==> config.mk <==
export PLATFORM = sky130hd
export DESIGN_NAME = ana_capture_ctrl_flat
export DESIGN_NICKNAME = d
export VERILOG_FILES = /design/src/rtl/ana_capture_ctrl_pkg.sv /design/src/rtl/ana_capture_ctrl_if.sv /design/src/rtl/ana_trig_match.sv /design/src/rtl/ana_capture_ctrl.sv /design/src/flat_wrapper.sv
export SDC_FILE = /design/constraint.sdc
export NUM_CORES = 1
export LEC_CHECK = 0
export ABC_CLOCK_PERIOD_IN_PS = 3700
export CORE_AREA = 2 2 143 145
export CTS_BUF_LIST = sky130_fd_sc_hd__clkbuf_8 sky130_fd_sc_hd__clkbuf_16
export DETAILED_ROUTE_END_ITERATION = 8
export DIE_AREA = 0 0 145 147
export GPL_TIMING_DRIVEN = 1
export PLACE_DENSITY = 0.77
export SYNTH_ARGS = -nofsm -noshare
export SYNTH_HDL_FRONTEND = slang
export SYNTH_SLANG_ARGS = --single-unit
==> constraint.sdc <==
create_clock -name clk -period 3.7 [get_ports clk]
set_input_delay 1.11 -clock clk [delete_from_list [all_inputs] [get_ports clk]]
set_output_delay 1.11 -clock clk [all_outputs]
set_load 0.03 [all_outputs]
==> src/rtl/ana_capture_ctrl_pkg.sv <==
// Shared logic-analyzer definitions: capture depth, state encoding and trigger modes.
// Also used by the signal-memory variant and the register decode.
package ana_capture_ctrl_pkg;

    localparam int unsigned ANA_ADDR_WIDTH = 6;
    localparam int unsigned ANA_DEPTH      = 1 << ANA_ADDR_WIDTH;

    // The encoding is visible in the status register through state_dbg.
    typedef enum logic [2:0] {
        StIdle  = 3'd0,
        StClear = 3'd1,
        StPre   = 3'd2,
        StArmed = 3'd3,
        StPost  = 3'd4,
        StDone  = 3'd5
    } ana_state_e;

    localparam logic [1:0] TRIG_LEVEL = 2'd0;  // masked match held for qual_len+1 cycles
    localparam logic [1:0] TRIG_EDGE  = 2'd1;  // masked match rising edge
    localparam logic [1:0] TRIG_IMM   = 2'd2;  // fire on the first armed cycle
    localparam logic [1:0] TRIG_FORCE = 2'd3;  // only force_trig fires

endpackage

==> src/rtl/ana_capture_ctrl_if.sv <==
// Bus between the control-register bank, the capture sequencer and the signal memories.
//   master : register bank side (drives arm/abort/config/probe, reads status and write port)
//   slave  : capture sequencer (reads control, drives memory write port and status)
interface ana_capture_ctrl_if
    import ana_capture_ctrl_pkg::*;
#(
    parameter int unsigned DATA_WIDTH = 64,
    parameter int unsigned ADDR_WIDTH = ANA_ADDR_WIDTH,
    parameter int unsigned QUAL_WIDTH = 4
);
    logic                  arm;
    logic                  abort;
    logic                  force_trig;
    logic [1:0]            trig_mode;
    logic [DATA_WIDTH-1:0] trig_val;
    logic [DATA_WIDTH-1:0] trig_mask;
    logic [QUAL_WIDTH-1:0] qual_len;
    logic [ADDR_WIDTH-1:0] post_count;
    logic [DATA_WIDTH-1:0] probe;
    logic                  mem_clear;
    logic                  wr_en;
    logic [ADDR_WIDTH-1:0] wr_addr;
    logic [ADDR_WIDTH-1:0] trig_addr;
    logic [ADDR_WIDTH-1:0] start_addr;
    logic                  busy;
    logic                  triggered;
    logic                  done;
    logic [2:0]            state_dbg;

    modport master (
        output arm, abort, force_trig, trig_mode, trig_val, trig_mask, qual_len, post_count,
               probe,
        input  mem_clear, wr_en, wr_addr, trig_addr, start_addr, busy, triggered, done,
               state_dbg
    );

    modport slave (
        input  arm, abort, force_trig, trig_mode, trig_val, trig_mask, qual_len, post_count,
               probe,
        output mem_clear, wr_en, wr_addr, trig_addr, start_addr, busy, triggered, done,
               state_dbg
    );

endinterface

==> src/rtl/ana_trig_match.sv <==
// Trigger qualification on one probe bus: masked compare, registered previous match,
// saturating consecutive-match counter and the combined fire decision.
//   clk, rst    : clock, async active-low reset
//   clear       : capture restart, zeroes history
//   enable      : sequencer is in ARMED; history only advances and fire only asserts here
//   force_trig  : unconditional fire while enabled
//   mode, val, mask, qual_len : latched trigger configuration
//   probe       : monitored bus
//   fire        : trigger this cycle (combinational)
module ana_trig_match
    import ana_capture_ctrl_pkg::*;
#(
    parameter int unsigned DATA_WIDTH = 64,
    parameter int unsigned QUAL_WIDTH = 4
) (
    input  logic                  clk,
    input  logic                  rst,
    input  logic                  clear,
    input  logic                  enable,
    input  logic                  force_trig,
    input  logic [1:0]            mode,
    input  logic [DATA_WIDTH-1:0] val,
    input  logic [DATA_WIDTH-1:0] mask,
    input  logic [QUAL_WIDTH-1:0] qual_len,
    input  logic [DATA_WIDTH-1:0] probe,
    output logic                  fire
);
    logic                  match;
    logic                  prev_q;
    logic                  enable_q;
    logic                  first;
    logic                  hit;
    logic [QUAL_WIDTH-1:0] run_q, run_d;

    assign match = ((probe ^ val) & mask) == '0;
    assign first = enable & ~enable_q;

    always_comb begin
        hit = 1'b0;
        case (mode)
            // run_q counts matches before this cycle, so this cycle makes qual_len+1
            TRIG_LEVEL: hit = match && (run_q >= qual_len);
            // prev_q is meaningless on entry; a match already present must not fire
            TRIG_EDGE:  hit = match && !prev_q && !first;
            TRIG_IMM:   hit = first;
            default:    hit = 1'b0;
        endcase
        fire = enable && (hit || force_trig);

        run_d = run_q;
        if (clear) begin
            run_d = '0;
        end else if (enable) begin
            if (!match) begin
                run_d = '0;
            end else if (run_q != '1) begin
                run_d = run_q + QUAL_WIDTH'(1);
            end
        end
    end

    always_ff @(posedge clk or negedge rst) begin
        if (!rst) begin
            prev_q   <= 1'b0;
            enable_q <= 1'b0;
            run_q    <= '0;
        end else begin
            enable_q <= enable;
            run_q    <= run_d;
            if (clear) begin
                prev_q <= 1'b0;
            end else if (enable) begin
                prev_q <= match;
            end
        end
    end

endmodule

==> src/rtl/ana_capture_ctrl.sv <==
// Capture sequencer for the signal memories: clears the memories, pre-fills the ring,
// waits for a trigger, writes the post-trigger window and reports where the window starts.
//   clk, rst : clock, async active-low reset
//   bus      : slave side of ana_capture_ctrl_if (control/config in, write port/status out)
module ana_capture_ctrl
    import ana_capture_ctrl_pkg::*;
#(
    parameter int unsigned DATA_WIDTH = 64,
    parameter int unsigned ADDR_WIDTH = ANA_ADDR_WIDTH,
    parameter int unsigned QUAL_WIDTH = 4
) (
    input  logic              clk,
    input  logic              rst,
    ana_capture_ctrl_if.slave bus
);
    ana_state_e            state_q, state_d;
    logic [ADDR_WIDTH-1:0] wr_addr_q, wr_addr_d;
    logic [ADDR_WIDTH-1:0] cnt_q, cnt_d;
    logic [ADDR_WIDTH-1:0] trig_addr_q, trig_addr_d;

    // Configuration latched in CLEAR
    logic [1:0]            mode_q;
    logic [DATA_WIDTH-1:0] val_q;
    logic [DATA_WIDTH-1:0] mask_q;
    logic [QUAL_WIDTH-1:0] qual_q;
    logic [ADDR_WIDTH-1:0] post_q;

    logic                  writing;
    logic                  in_armed;
    logic                  fire;
    logic [ADDR_WIDTH-1:0] pre_last;

    assign writing  = (state_q == StPre) || (state_q == StArmed) || (state_q == StPost);
    assign in_armed = (state_q == StArmed);
    // Pre-fill length is D-1-post_count, i.e. ~post_count; last PRE count is one less.
    assign pre_last = ~post_q - ADDR_WIDTH'(1);

    ana_trig_match #(
        .DATA_WIDTH (DATA_WIDTH),
        .QUAL_WIDTH (QUAL_WIDTH)
    ) u_trig_match (
        .clk        (clk),
        .rst        (rst),
        .clear      (state_q == StClear),
        .enable     (in_armed),
        .force_trig (bus.force_trig),
        .mode       (mode_q),
        .val        (val_q),
        .mask       (mask_q),
        .qual_len   (qual_q),
        .probe      (bus.probe),
        .fire       (fire)
    );

    always_comb begin
        state_d     = state_q;
        wr_addr_d   = wr_addr_q;
        cnt_d       = cnt_q;
        trig_addr_d = trig_addr_q;

        if (state_q == StClear) begin
            wr_addr_d = '0;
            cnt_d     = '0;
        end else if (writing) begin
            wr_addr_d = wr_addr_q + ADDR_WIDTH'(1);
            cnt_d     = cnt_q + ADDR_WIDTH'(1);
        end

        if (bus.abort) begin
            state_d = StIdle;
        end else begin
            case (state_q)
                StIdle, StDone: begin
                    if (bus.arm) state_d = StClear;
                end
                StClear: begin
                    // post_count is being latched on this edge, so decide from the input
                    state_d = (bus.post_count == '1) ? StArmed : StPre;
                end
                StPre: begin
                    if (cnt_q == pre_last) state_d = StArmed;
                end
                StArmed: begin
                    if (fire) begin
                        trig_addr_d = wr_addr_q;
                        cnt_d       = '0;  // reused as the post-trigger sample counter
                        state_d     = (post_q == '0) ? StDone : StPost;
                    end
                end
                StPost: begin
                    if (cnt_q == post_q - ADDR_WIDTH'(1)) state_d = StDone;
                end
                default: state_d = StIdle;
            endcase
        end
    end

    always_ff @(posedge clk or negedge rst) begin
        if (!rst) begin
            state_q     <= StIdle;
            wr_addr_q   <= '0;
            cnt_q       <= '0;
            trig_addr_q <= '0;
            mode_q      <= '0;
            val_q       <= '0;
            mask_q      <= '0;
            qual_q      <= '0;
            post_q      <= '0;
        end else begin
            state_q     <= state_d;
            wr_addr_q   <= wr_addr_d;
            cnt_q       <= cnt_d;
            trig_addr_q <= trig_addr_d;
            if (state_q == StClear) begin
                mode_q <= bus.trig_mode;
                val_q  <= bus.trig_val;
                mask_q <= bus.trig_mask;
                qual_q <= bus.qual_len;
                post_q <= bus.post_count;
            end
        end
    end

    // Everything except the address buses is decoded from the state flop alone.
    assign bus.mem_clear  = (state_q == StClear);
    assign bus.wr_en      = writing;
    assign bus.busy       = (state_q != StIdle) && (state_q != StDone);
    assign bus.done       = (state_q == StDone);
    assign bus.triggered  = (state_q == StPost) || (state_q == StDone);
    assign bus.wr_addr    = wr_addr_q;
    assign bus.trig_addr  = trig_addr_q;
    assign bus.start_addr = (state_q == StDone) ? wr_addr_q : '0;
    assign bus.state_dbg  = state_q;

endmodule

==> src/flat_wrapper.sv <==
// flat-port wrapper written by rule: the top's interface ports become plain ports
module ana_capture_ctrl_flat import ana_capture_ctrl_pkg::*;
#(
    parameter int unsigned DATA_WIDTH = 64,
    parameter int unsigned ADDR_WIDTH = ANA_ADDR_WIDTH,
    parameter int unsigned QUAL_WIDTH = 4
)
  (clk, rst, bus_arm, bus_abort, bus_force_trig, bus_trig_mode, bus_trig_val, bus_trig_mask, bus_qual_len, bus_post_count, bus_probe, bus_mem_clear, bus_wr_en, bus_wr_addr, bus_trig_addr, bus_start_addr, bus_busy, bus_triggered, bus_done, bus_state_dbg);
  ana_capture_ctrl_if #(.DATA_WIDTH(DATA_WIDTH), .ADDR_WIDTH(ADDR_WIDTH), .QUAL_WIDTH(QUAL_WIDTH)) bus_i ();
  input  logic clk;
  input  logic rst;
  input wire logic [$bits(bus_i.arm)-1:0] bus_arm;
  input wire logic [$bits(bus_i.abort)-1:0] bus_abort;
  input wire logic [$bits(bus_i.force_trig)-1:0] bus_force_trig;
  input wire logic [$bits(bus_i.trig_mode)-1:0] bus_trig_mode;
  input wire logic [$bits(bus_i.trig_val)-1:0] bus_trig_val;
  input wire logic [$bits(bus_i.trig_mask)-1:0] bus_trig_mask;
  input wire logic [$bits(bus_i.qual_len)-1:0] bus_qual_len;
  input wire logic [$bits(bus_i.post_count)-1:0] bus_post_count;
  input wire logic [$bits(bus_i.probe)-1:0] bus_probe;
  output wire logic [$bits(bus_i.mem_clear)-1:0] bus_mem_clear;
  output wire logic [$bits(bus_i.wr_en)-1:0] bus_wr_en;
  output wire logic [$bits(bus_i.wr_addr)-1:0] bus_wr_addr;
  output wire logic [$bits(bus_i.trig_addr)-1:0] bus_trig_addr;
  output wire logic [$bits(bus_i.start_addr)-1:0] bus_start_addr;
  output wire logic [$bits(bus_i.busy)-1:0] bus_busy;
  output wire logic [$bits(bus_i.triggered)-1:0] bus_triggered;
  output wire logic [$bits(bus_i.done)-1:0] bus_done;
  output wire logic [$bits(bus_i.state_dbg)-1:0] bus_state_dbg;
  assign bus_i.arm = bus_arm;
  assign bus_i.abort = bus_abort;
  assign bus_i.force_trig = bus_force_trig;
  assign bus_i.trig_mode = bus_trig_mode;
  assign bus_i.trig_val = bus_trig_val;
  assign bus_i.trig_mask = bus_trig_mask;
  assign bus_i.qual_len = bus_qual_len;
  assign bus_i.post_count = bus_post_count;
  assign bus_i.probe = bus_probe;
  assign bus_mem_clear = bus_i.mem_clear;
  assign bus_wr_en = bus_i.wr_en;
  assign bus_wr_addr = bus_i.wr_addr;
  assign bus_trig_addr = bus_i.trig_addr;
  assign bus_start_addr = bus_i.start_addr;
  assign bus_busy = bus_i.busy;
  assign bus_triggered = bus_i.triggered;
  assign bus_done = bus_i.done;
  assign bus_state_dbg = bus_i.state_dbg;
  ana_capture_ctrl #(.DATA_WIDTH(DATA_WIDTH), .ADDR_WIDTH(ADDR_WIDTH), .QUAL_WIDTH(QUAL_WIDTH)) u_core (.clk(clk), .rst(rst), .bus(bus_i));
endmodule
# [After elaboration in Yosys (flattened, before gate mapping)]
# Index checks and enable logic that the tools add are counted.
[totals] register_bits=167 latchBits=0 ram_bits=0 romBits=0 inputBits=209 elab_cells=86 n_memories=0
[op_classes] add_sub_neg=5 n_mul=0 n_div=0 n_lt_le_gt_ge=1 eq_ne=17 n_shift=0 muxes=23 bitwise_logic=6 n_reduce_logical=22
[ops] operator="$and A64 B64 Y64" n=1
[ops] operator="$logic_not A64 Y1" n=1
[ops] operator="$xor A64 B64 Y64" n=1
[ops] operator="$mux W6" n=8
[ops] operator="$mux W4" n=4
[ops] operator="$mux W3" n=5
[ops] operator="$pmux W3 S5" n=1
[ops] operator="$add A6 B1 Y6 const B" n=2
[ops] operator="$eq A6 B6 Y1" n=2
[ops] operator="$ne A3 B3 Y1 const B" n=4
[ops] operator="$sub A6 B1 Y6 const B" n=2
[ops] operator="$eq A3 B2 Y1 const B" n=2
[ops] operator="$eq A3 B3 Y1 const B" n=2
[ops] operator="$eq A6 B6 Y1 const B" n=1
[ops] operator="$logic_not A6 Y1" n=1
[ops] operator="$ne A3 B2 Y1 const B" n=2
[ops] operator="$not A6 Y6" n=1
[ops] operator="$logic_and A1 B1 Y1" n=5
[ops] operator="$add A4 B1 Y4 const B" n=1
[ops] operator="$ge A4 B4 Y1" n=1
[ops] operator="$logic_or A1 B1 Y1" n=4
[ops] operator="$mux W1" n=4
[ops] operator="$ne A4 B4 Y1 const B" n=1
[ops] operator="$reduce_and A4 Y1" n=1
[ops] operator="other kinds (14)" n=17

# [Longest topological paths before layout]
[logic_depth] ltp_word=11 depth_mapped=10

# [Cells and area by module]
# Synthesis repeated with hierarchy kept, for this count alone.
[hier_totals] hier_cells=895 area_unflattened_um2=7982.7
[by_module_without_submodules] mod="ana_capture_ctrl" instances=1 cells_per_inst=738 area_per_inst_um2=6655.1
[by_module_without_submodules] mod="ana_trig_match" instances=1 cells_per_inst=157 area_per_inst_um2=1327.5

# [Worst setup path before layout]
# No wires, ideal clock.
[synth_timing] path_kind="register to output" startpoint="register u_core.state_q[2], in the netlist u_core.bus.state_dbg[2]" endpoint="output port bus_mem_clear" arrival_ps=1936 t_required_ps=2590 path_slack_ps=654 stages_incl_launch_ff=7 path_buffers=3 cell_sequence="dfrtp_1 buf_2 nor2b_1 nand2b_1 inv_1 clkbuf_1 clkbuf_1"
[synth_via] elab_chain_len=1
[synth_rtl] element="start: declaration" line="ana_capture_ctrl.sv:16" source="ana_state_e state_q, state_d;"
[synth_rtl] element="start signal: assignment" line="ana_capture_ctrl.sv:100" source="state_q <= StIdle;"
[synth_rtl] element="start signal: assignment" line="ana_capture_ctrl.sv:110" source="state_q <= state_d;"
[synth_rtl] element="$eq A3 B1 Y1" line="ana_capture_ctrl.sv:125" source="assign bus.mem_clear = (state_q == StClear);"
[synth_rtl] element="end: declaration" line="flat_wrapper.sv:21" source="output wire logic [$bits(bus_i.mem_clear)-1:0] bus_mem_clear;"
# No other way between the ends.

# [Worst setup path in the final report]
[layout_timing] startpoint="register u_core.state_q[0], in the netlist u_core.bus.state_dbg[0]" endpoint="output port bus_wr_en"
[layout_via] elab_chain_len=3 word_cells_on_any_way=5 cone_classes="eq/ne: 3; reduce/logical: 2"
[layout_rtl] element="$eq A3 B2 Y1" line="ana_capture_ctrl.sv:33" source="assign writing = (state_q == StPre) || (state_q == StArmed) || (state_q == StPost);"
[layout_rtl] element="$logic_or A1 B1 Y1" line="ana_capture_ctrl.sv:33"
[layout_rtl] element="$logic_or A1 B1 Y1 *" line="ana_capture_ctrl.sv:33"
[layout_rtl] element="end: declaration" line="flat_wrapper.sv:22" source="output wire logic [$bits(bus_i.wr_en)-1:0] bus_wr_en;"
# Every way passes the cells marked *; elsewhere a longest branch is shown, timed or not.

==> impl_metrics.toml <==
[timing]
setup_violations = 0
hold_viol = 0
tightest_slew_ns = 0.881
fmax_mhz = 293
slew_headroom_pct = 41.3
finClkSkew_ns = 0.0111
finalCritPeriodShare_pct = 92.4
post-route-min-period_ns = 3.42
finalMaxSlewViolations = 0
rsz0062_at_grt = "false"

[power_and_ir_drop]
ir_drop_uv = 494
fin_total_pwr_w = 0.00774
p_leak_nw = 5.34
power.density_cell_area_mw_per_mm2 = 702

[logic_synthesis]
synthFlopType = "dfrtp_1"
async_reset_ff_share_pct = 100
synth_area_sq_mm = 0.00783
ys_types = 44
yosys_warnings = 0
syn-num-nets = 1099
synth_seq_area_share_pct = 53.4
avgSynthCellArea_sq_um = 8.88
synth-edff-count = 0
synth_seq_cells = 167
postSynthCellCount = 881

[worst_hold_path]
min-delay-start = "u_core.u_trig_match.prev_q"
min_path_type = "flip-flop to flip-flop"

[setup_path]
critPathKind = "flip-flop to output port"
crit_path_end_kind = "output port"
crit_required_ns = 2.59
r2r_start = "u_core.bus.state_dbg[0]"
worstPathMaxFanout = 18
critical_path.startpoint = "u_core.bus.state_dbg[0]"
cp.arrival_ns = 2.31
cp-start-kind = "flip-flop"

[cts]
cts_sinks = 167
cts_buffer_depth = 2
root_buffer = "clkbuf_16"
worstSkewPairLatency_ns = 0.42
clk_pin_slew_ns = 0.06
numCtsBuffers = 17
cts_tree = "yes"
h-tree-depth = 4
cts_hold_buffers = 0

[global_route]
first_global_vias = 6702
grt_antenna_before_repair = 0
grt_pass1_wl_um = 33900
globalRouteOverflowTotal = 0
grt_max_degree = 155
grt_usage_pct = 20.0

[placement]
dpl_cell_area_sq_mm = 0.0105
portBuffers = 234
dp_cells = 1360
post-dp-hpwl_um = 14800
gp_congestion = 0.837

[job]
cap_violations = 0

[layout]
insertedDiodeCount = 0
fillers = 1821
finalInstanceArea_sq_mm = 0.0110
fin_cells = 1391
areaGrowthSynthToFinish_pct = 40.9
final_cell_mix = "422 x nand2_1, 232 x clkdlybuf4s50_1, 167 x dfrtp_1, 74 x xor2_1, 32 x a22oi_1"
layout.nets = 1327
mostFrequentLayoutCell = "nand2_1"
drive_gt1_share_pct = 5.35

[die]
core_sq_mm = 0.0198
die_area_sq_mm = 0.0213
die_w_um = 145
start_util_pct = 39.4
pin_count = 235
die_h_um = 147
rows = 52

[drt]
avgViaCountPerCell = 4.74
drtIter0Drc = 264
dr_total_vias = 6592
postRouteAntennaNets = 0
detail_route.wl_per_cell_um = 14.8
first_pass_iters = 5
wirelength_um = 20700
drc = 0

[run_status]
status = "finished clean"
-- registers in the layout, indices dropped and copies added, names as in the netlist --
| name | flops |
|---|---|
| u_core.mask_q | 64 |
| u_core.val_q | 64 |
| u_core.bus.trig_addr | 6 |
| u_core.bus.wr_addr | 6 |
| u_core.cnt_q | 6 |
| u_core.post_q | 6 |
| u_core.qual_q | 4 |
| u_core.u_trig_match.run_q | 4 |
| u_core.bus.state_dbg | 3 |
| u_core.mode_q | 2 |
| u_core.u_trig_match.enable_q | 1 |
| u_core.u_trig_match.prev_q | 1 |
-- layout make-up --
type / instances / area (sq um) / area share [%]
Clock buffer: 19 / 453 / 4.11
Clock inverter: 12 / 80.1 / 0.726
Inverter: 11 / 43.8 / 0.397
Multi-Input combinational cell: 664 / 3460 / 31.4
Sequential cell: 167 / 4180 / 37.9
Tap cell: 270 / 338 / 3.06
Timing Repair Buffer: 248 / 2470 / 22.4
-- worst paths after layout --
| kind | to | slack, ns | depth (start not counted) |
|---|---|---|---|
| setup / recovery | bus_wr_en | 0.28 | 3 |
| hold / removal | u_core.u_trig_match.prev_q | 0.47 | 2 |
| setup reg to reg | u_core.bus.trig_addr[0] | 0.99 | 6 |
| hold reg to reg | u_core.u_trig_match.prev_q | 0.47 | 2 |
| max in group asynchronous | u_core.mask_q[11] | 2.13 | 2 |
| min in group asynchronous | u_core.qual_q[1] | 0.61 | 1 |
-- synth_stat cells, types with 2 or more instances --
master | count | area (sq um)
a21oi_1 | 7 | 35.0
a22oi_1 | 32 | 240
a31oi_1 | 3 | 18.8
and3_1 | 8 | 50.1
and4_1 | 2 | 17.5
clkbuf_1 | 37 | 139
dfrtp_1 | 167 | 4180
ha_1 | 9 | 113
inv_1 | 11 | 41.3
mux2_2 | 3 | 33.8
mux2_4 | 3 | 45.0
mux2i_1 | 2 | 20.0
nand2_1 | 422 | 1580
nand2b_1 | 5 | 31.3
nand3_1 | 6 | 30.0
nand4_1 | 14 | 87.6
nor2_1 | 11 | 41.3
nor2b_1 | 4 | 25.0
nor3_1 | 7 | 35.0
nor4_2 | 2 | 25.0
o21ai_0 | 16 | 80.1
o21bai_1 | 2 | 15.0
o22ai_1 | 2 | 12.5
o31ai_1 | 2 | 15.0
or3_1 | 3 | 18.8
xnor2_1 | 10 | 87.6
xor2_1 | 74 | 648
-- cell families after synthesis --
group                    Yosys count  synth area share, %
buffers and inverters             50                 2.51
AO/OA/AOI/OAI                     74                 6.71
AND/OR/NAND/NOR                  489                 25.3
flip-flops                       167                 53.4
multiplexers                       8                 1.26
XOR/XNOR                          84                 9.40
adder cells (fa/ha/maj)            9                 1.44
-- what timing repair did --
item / in CTS / in global routing
resized for setup: 0 / 1
endpoints found under the hold margin: 0 / 0
endpoints found under the setup margin: 0 / 1
setup buffers: 0 / 0
-- layer usage --
| layer | wire, um | track usage, % | vias up |
|---|---|---|---|
| met3 | 1390 | 6.83 | 22 |
| met5 | 0 | 0 | - |
| met2 | 9800 | 32.1 | 188 |
| li1 | - | - | 3284 |
| met4 | 367 | 5.79 | 0 |
| met1 | 9100 | 25.7 | 3098 |
-- stage by stage --
| stage | utilization [%] | setup TNS [ns] | setup slack [ns] | hold WS, ns |
|---|---|---|---|---|
| CTS | 55.6 | 0 | 0.126 | 0.480 |
| detailed placement | 52.9 | -0.457 | -0.0917 | 0.465 |
| floorplan | - | 0 | 0.654 | 0.444 |
| finish | 55.6 | 0 | 0.281 | 0.474 |
| global route | 55.6 | 0 | 0.126 | 0.494 |
| global placement | 52.9 | -0.981 | -0.134 | 0.459 |
-- where the power goes --
group          internal [W]  total, W  leakage, nW  switching [W]
sequential          0.00262   0.00321         2.09       0.000586
combinational       0.00123   0.00291         2.99        0.00168
clock              0.000886   0.00162        0.258       0.000737
total               0.00474   0.00774         5.34        0.00300
-- critical path: stages, from the launching register on --
cell and delay, ns:
dfrtp_1 0.57, nand2b_1 0.29, o21bai_1 0.29, clkdlybuf4s50_1 0.74
Power figures use the tool's default switching activity.
==> RTL edit 1: new RTL, same settings <==
`QUAL_WIDTH` is set to 4 in 4 places; all go to 3.
--- a/src/rtl/ana_capture_ctrl_if.sv
+++ b/src/rtl/ana_capture_ctrl_if.sv
@@ -6,7 +6,7 @@
 #(
     parameter int unsigned DATA_WIDTH = 64,
     parameter int unsigned ADDR_WIDTH = ANA_ADDR_WIDTH,
-    parameter int unsigned QUAL_WIDTH = 4
+    parameter int unsigned QUAL_WIDTH = 3
 );
     logic                  arm;
     logic                  abort;
--- a/src/rtl/ana_trig_match.sv
+++ b/src/rtl/ana_trig_match.sv
@@ -11,7 +11,7 @@
     import ana_capture_ctrl_pkg::*;
 #(
     parameter int unsigned DATA_WIDTH = 64,
-    parameter int unsigned QUAL_WIDTH = 4
+    parameter int unsigned QUAL_WIDTH = 3
 ) (
     input  logic                  clk,
     input  logic                  rst,
--- a/src/rtl/ana_capture_ctrl.sv
+++ b/src/rtl/ana_capture_ctrl.sv
@@ -7,7 +7,7 @@
 #(
     parameter int unsigned DATA_WIDTH = 64,
     parameter int unsigned ADDR_WIDTH = ANA_ADDR_WIDTH,
-    parameter int unsigned QUAL_WIDTH = 4
+    parameter int unsigned QUAL_WIDTH = 3
 ) (
     input  logic              clk,
     input  logic              rst,
--- a/src/flat_wrapper.sv
+++ b/src/flat_wrapper.sv
@@ -3,7 +3,7 @@
 #(
     parameter int unsigned DATA_WIDTH = 64,
     parameter int unsigned ADDR_WIDTH = ANA_ADDR_WIDTH,
-    parameter int unsigned QUAL_WIDTH = 4
+    parameter int unsigned QUAL_WIDTH = 3
 )
   (clk, rst, bus_arm, bus_abort, bus_force_trig, bus_trig_mode, bus_trig_val, bus_trig_mask, bus_qual_len, bus_post_count, bus_probe, bus_mem_clear, bus_wr_en, bus_wr_addr, bus_trig_addr, bus_start_addr, bus_busy, bus_triggered, bus_done, bus_state_dbg);
   ana_capture_ctrl_if #(.DATA_WIDTH(DATA_WIDTH), .ADDR_WIDTH(ADDR_WIDTH), .QUAL_WIDTH(QUAL_WIDTH)) bus_i ();
Interface: changed (resized bus_qual_len); port bits go from 235 to 234. No check against the original RTL was run, so the function may have changed too.
==> RTL edit 1 against the original RTL <==
- cell area shrank 0.71%
- synthesized area shrank 0.96%
- clock power grew 6%
- critical path depth grew 1
- sequential cell count shrank 2
- fmax grew 1.3%
- routed wire length grew 1.4%
- cell count shrank 1.2%
- worst hold slack is essentially flat
- largest power group is now combinational logic
- setup slack gained 0.045 ns
- power grew 5.0%
- largest cell class unchanged
==> RTL edit 1: results (changes against the original RTL) <==
stage;metric;value;unit;change
final_layout;fin cells;1375;;-1.2%
setup_path;FF-to-FF Start;u_core.bus.state_dbg[2]$_DFFE_PN0P_;;
timing;final worst path period share;0.9119;;-0.01209
setup_path;CP arrival;2.26;ns;-0.05 ns
synth;Post-synth top cells;420 x nand2_1, 165 x dfrtp_1, 75 x xor2_1;;
detailed_routing;met1 WL;8621;um;-5.3%
run_status;outcome;finished clean;;
detailed_routing;vias per cell;4.756;;+0.37%
setup_path;Worst R2R Path Depth;5;;-1
synth;main area contributors after synthesis;dfrtp_1 53%, nand2_1 20%, xor2_1 8.5%;;
synth;number of distinct library cells after synthesis;46;;+4.5%
setup_path;r2r setup slk;1.07;ns;+0.08 ns
synth;sequential area share after synthesis;0.5326;;-0.001286
detailed_routing;drt wl/cell;15.23;um;+2.6%
detailed_routing;met3 wire length;1641;um;+18%
place;hpwl dp;15590;um;+5.0%
detailed_routing;DRT Pass-1 Iters;4;;-1
power;Pleak;5.362;nW;+0.46%
detailed_routing;First DRT Iteration DRCs;379;;+44%
synth;Syn Nets;1086;;-1.2%
global_routing;global-route wire length before repair;34670;um;+2.3%
min_path;Hold Startpoint;u_core.mask_q[46]$_DFFE_PN0P_;;
place;placed cell count;1344;;-1.2%
place;post-place setup slack;-0.01718;ns;+0.07456 ns
setup_path;Crit Path Max Fanout;13;;-5
synth;Mapped Cells;869;;-1.4%
place;number of port buffers;233;;-0.43%
timing;Slew HR;0.3668;;-0.04586
global_routing;largest net degree at the start of global routing;149;;-3.9%
global_routing;gr usage total;0.2058;;+0.006170
place;dpl cell area;10390;um2;-1.0%
global_routing;vias in the first global route;6810;;+1.6%
final_layout;share of cells above drive strength 1;0.05339;;-0.0001300
==> RTL edit 1: cell type report <==
type	instances	area (um2)
fill	1764	8896
multi-input combinational	655	3443
inverter	11	43.79
sequential	165	4129
clock inverter	13	123.9
tap	270	337.8
clock buffer	18	439.2
timing repair buffer	243	2431
==> RTL edit 1: kinds of logic after synthesis <==
group	Yosys count	synth area share
compound gates	66	0.06230
xor+xnor	85	0.09603
fa+ha+maj	9	0.01453
buf+inv	49	0.02421
flops	165	0.5326
mux	9	0.01275
simple gates	486	0.2576
==> RTL edit 1: where the power goes <==
part | total (mW) | internal [mW] | switching, mW | leakage (nW)
logic | 3.25 | 1.32 | 1.93 | 3.02
clock network | 1.71 | 0.951 | 0.755 | 0.275
registers | 3.18 | 2.60 | 0.574 | 2.07
==> RTL edit 1: stage by stage <==
stage,hold slack (ns),total power [mW],setup TNS (ns)
3_5_place_dp,0.4626,6.500,-0.07217
2_1_floorplan,0.4447,5.341,0
5_1_grt,0.5006,8.812,0
3_3_place_gp,0.4586,6.391,-0.08382
6_report,0.4739,8.133,0
4_1_cts,0.4790,8.249,0
==> RTL edit 1: layer usage <==
metal | up-vias | GRT usage
met3 | 27 | 0.07298
met2 | 198 | 0.3476
li1 | 3245 | -
met5 | - | 0
met1 | 3070 | 0.2477
met4 | 0 | 0.06436
==> RTL edit 1: worst register-to-register path, cell delays in order, from the launching register on <==
cell and delay (ns):
dfrtp_1 0.55, nand2b_1 0.34, nand2b_4 0.55, buf_4 0.82
nand2_1 0.21, nand2_1 0.10
==> RTL edit 2: new RTL, same settings <==
Made on the original files. Take the reset off `wr_addr_q` and load it in a clocked block of its own.
--- a/src/rtl/ana_capture_ctrl.sv
+++ b/src/rtl/ana_capture_ctrl.sv
@@ -98,7 +98,6 @@
     always_ff @(posedge clk or negedge rst) begin
         if (!rst) begin
             state_q     <= StIdle;
-            wr_addr_q   <= '0;
             cnt_q       <= '0;
             trig_addr_q <= '0;
             mode_q      <= '0;
@@ -108,7 +107,6 @@
             post_q      <= '0;
         end else begin
             state_q     <= state_d;
-            wr_addr_q   <= wr_addr_d;
             cnt_q       <= cnt_d;
             trig_addr_q <= trig_addr_d;
             if (state_q == StClear) begin
@@ -119,6 +117,10 @@
                 post_q <= bus.post_count;
             end
         end
+    end
+
+    always_ff @(posedge clk) begin
+        wr_addr_q <= wr_addr_d;
     end
 
     // Everything except the address buses is decoded from the state flop alone.
Check against the original RTL: differs if rst is asserted again (counterexample within 4 cycles, from zero or initial values and one cycle with rst low); with rst held inactive, the same outputs for 4 cycles.
==> RTL edit 2 against the original RTL <==
- via count is 17% lower
- largest power group unchanged
- first-iteration DRC count is 14% lower
- setup slack worse by 0.040 ns
- fmax is 1.2% lower
- count of clock-buffer cells in the layout stayed put
- power is 3.8% higher
- cell count is 19% lower
- routed wire length is 9.0% lower
- die area stayed put
- sequential cell count stayed put
- synthesized area is 0.90% lower
- cell area is 0.27% higher
- critical endpoint is now bus_start_addr[3]
- worst hold slack better by 0.036 ns
==> RTL edit 2: results (changes against the original RTL) <==
stage;metric;value;unit;change
run_status;outcome;finished clean;;
synth;sequential area share after synthesis;0.5348;;+0.0009512
timing;Final setup viols;0;;unchanged
detailed_routing;vias per cell;4.909;;+3.6%
min_path;Worst Hold Depth;1;;-1
final_layout;Non-clk bufs;244;;-1.6%
setup_path;crit path from;u_core.bus.state_dbg[1]$_DFFE_PN0P_;;
power;Logic pwr share;0.363;;-0.013
power;Clk power;1.84;mW;+14%
min_path;hold endpoint;u_core.mask_q[1]$_DFFE_PN0P_;;
place;number of port buffers;234;;unchanged
min_path;Hold Startpoint;u_core.mask_q[1]$_DFFE_PN0P_;;
setup_path;CP arrival;2.35;ns;+0.04 ns
global_routing;initial antenna violation count;1;;+1
setup_path;Reg2Reg Capture Point;u_core.bus.trig_addr[1]$_DFFE_PN0P_;;
synth;ys async rst share;0.9641;;-0.03593
global_routing;largest net degree at the start of global routing;161;;+3.9%
power;Max VDD drop;0.0004632;V;-6.2%
setup_path;delay-heaviest family, CP;simple AND/OR/NAND/NOR gates;;
final_layout;fillcell total;1662;;-8.7%
timing;Tmin final;3.459;ns;+0.04043 ns
synth;Post-synth top cells;161 x dfrtp_1, 138 x mux2_2, 74 x xor2_1;;
detailed_routing;First DRT Iteration DRCs;226;;-14%
setup_path;Crit Path Max Fanout;16;;-2
final_layout;Storage cell area;4149;um2;-0.72%
final_layout;inverters;8;;-3
final_layout;Syn-to-layout area delta;42.53;%;
detailed_routing;total wire length;18790;um;-9.0%
detailed_routing;drt wl/cell;16.78;um;+13%
final_layout;multi-input combinational area share;0.3140;;about the same
global_routing;global-route wire length before repair;30730;um;-9.3%
synth;number of distinct library cells after synthesis;44;;unchanged
synth;Syn Nets;817;;-26%
power;Sw Share;0.3203;;-0.06747
global_routing;vias in the first global route;5944;;-11%
setup_path;crit-path max cell delay;0.66;ns;-0.08 ns
final_layout;non-clock buffer share of cell area;0.2221;;-0.001968
setup_path;Critical Path Sink;bus_start_addr[3];;
detailed_routing;DRT Pass-1 Iters;4;;-1
final_layout;clk tree area frac;0.05511;;+0.006771
global_routing;gr usage total;0.1836;;-0.01600
synth;Mean Syn Cell Area;12.95;um2;+46%
place;hpwl dp;14070;um;-5.2%
place;placed cell count;1087;;-20%
place;post-place setup slack;-0.2700;ns;-0.1783 ns
place;GP Congestion;0.7975;;-4.7%
synth;Post-Syn Area;7757;um2;-0.90%
power;Pleak;4.591;nW;-14%
setup_path;FF-to-FF Start;u_core.val_q[57]$_DFFE_PN0P_;;
final_layout;antenna diode count;1;;+1
timing;Clock Skews;0.01329;ns;+0.002150 ns
timing;Slew HR;0.4362;;+0.02349
setup_path;Worst R2R Path Depth;8;;+2
==> RTL edit 2: cell count changes after synthesis, moves of 4 or more <==
cell | unedited run | this run
clkbuf_1 | 37 | 23
a21oi_1 | 7 | 11
nand2_1 | 422 | 18
dfxtp_1 | 0 | 6
dfrtp_1 | 167 | 161
o21ai_0 | 16 | 11
mux2_2 | 3 | 138
==> RTL edit 2: metal layers <==
layer,global-route usage,vias up,share of wire
met2,0.2983,167,0.48
met3,0.07422,24,0.077
met5,0,-,0.00069
met1,0.2254,2685,0.42
li1,-,2620,-
met4,0.05693,2,0.018
==> RTL edit 2: kinds of logic (layout without fill, tap and decap cells) <==
family | after synthesis | after routing | share of synthesized area
XOR/XNOR | 86 | 86 | 0.09710
buffers and inverters | 34 | 284 | 0.01855
flip-flops | 167 | 167 | 0.5348
other | 0 | 1 | 0
AND/OR/NAND/NOR | 92 | 92 | 0.06484
multiplexers | 143 | 143 | 0.2087
adder cells (fa/ha/maj) | 9 | 9 | 0.01452
AO/OA/AOI/OAI | 68 | 68 | 0.06145
==> RTL edit 2: metrics by stage <==
step	power (mW)	hold slack, ns
3_3_place_gp	6.172	0.4867
5_1_grt	8.604	0.5229
4_1_cts	8.146	0.5089
2_1_floorplan	5.320	0.4505
6_report	8.036	0.5101
3_5_place_dp	6.286	0.4912
==> RTL edit 2: worst reg2reg max path, stage by stage (launching register included) <==
cell	delay (ns)
dfrtp_1	0.39
xor2_1	0.17
a22oi_1	0.25
nand4_1	0.25
nor4_2	0.52
nand2_2	0.16
o41ai_4	0.30
buf_4	0.21
mux2_2	0.34
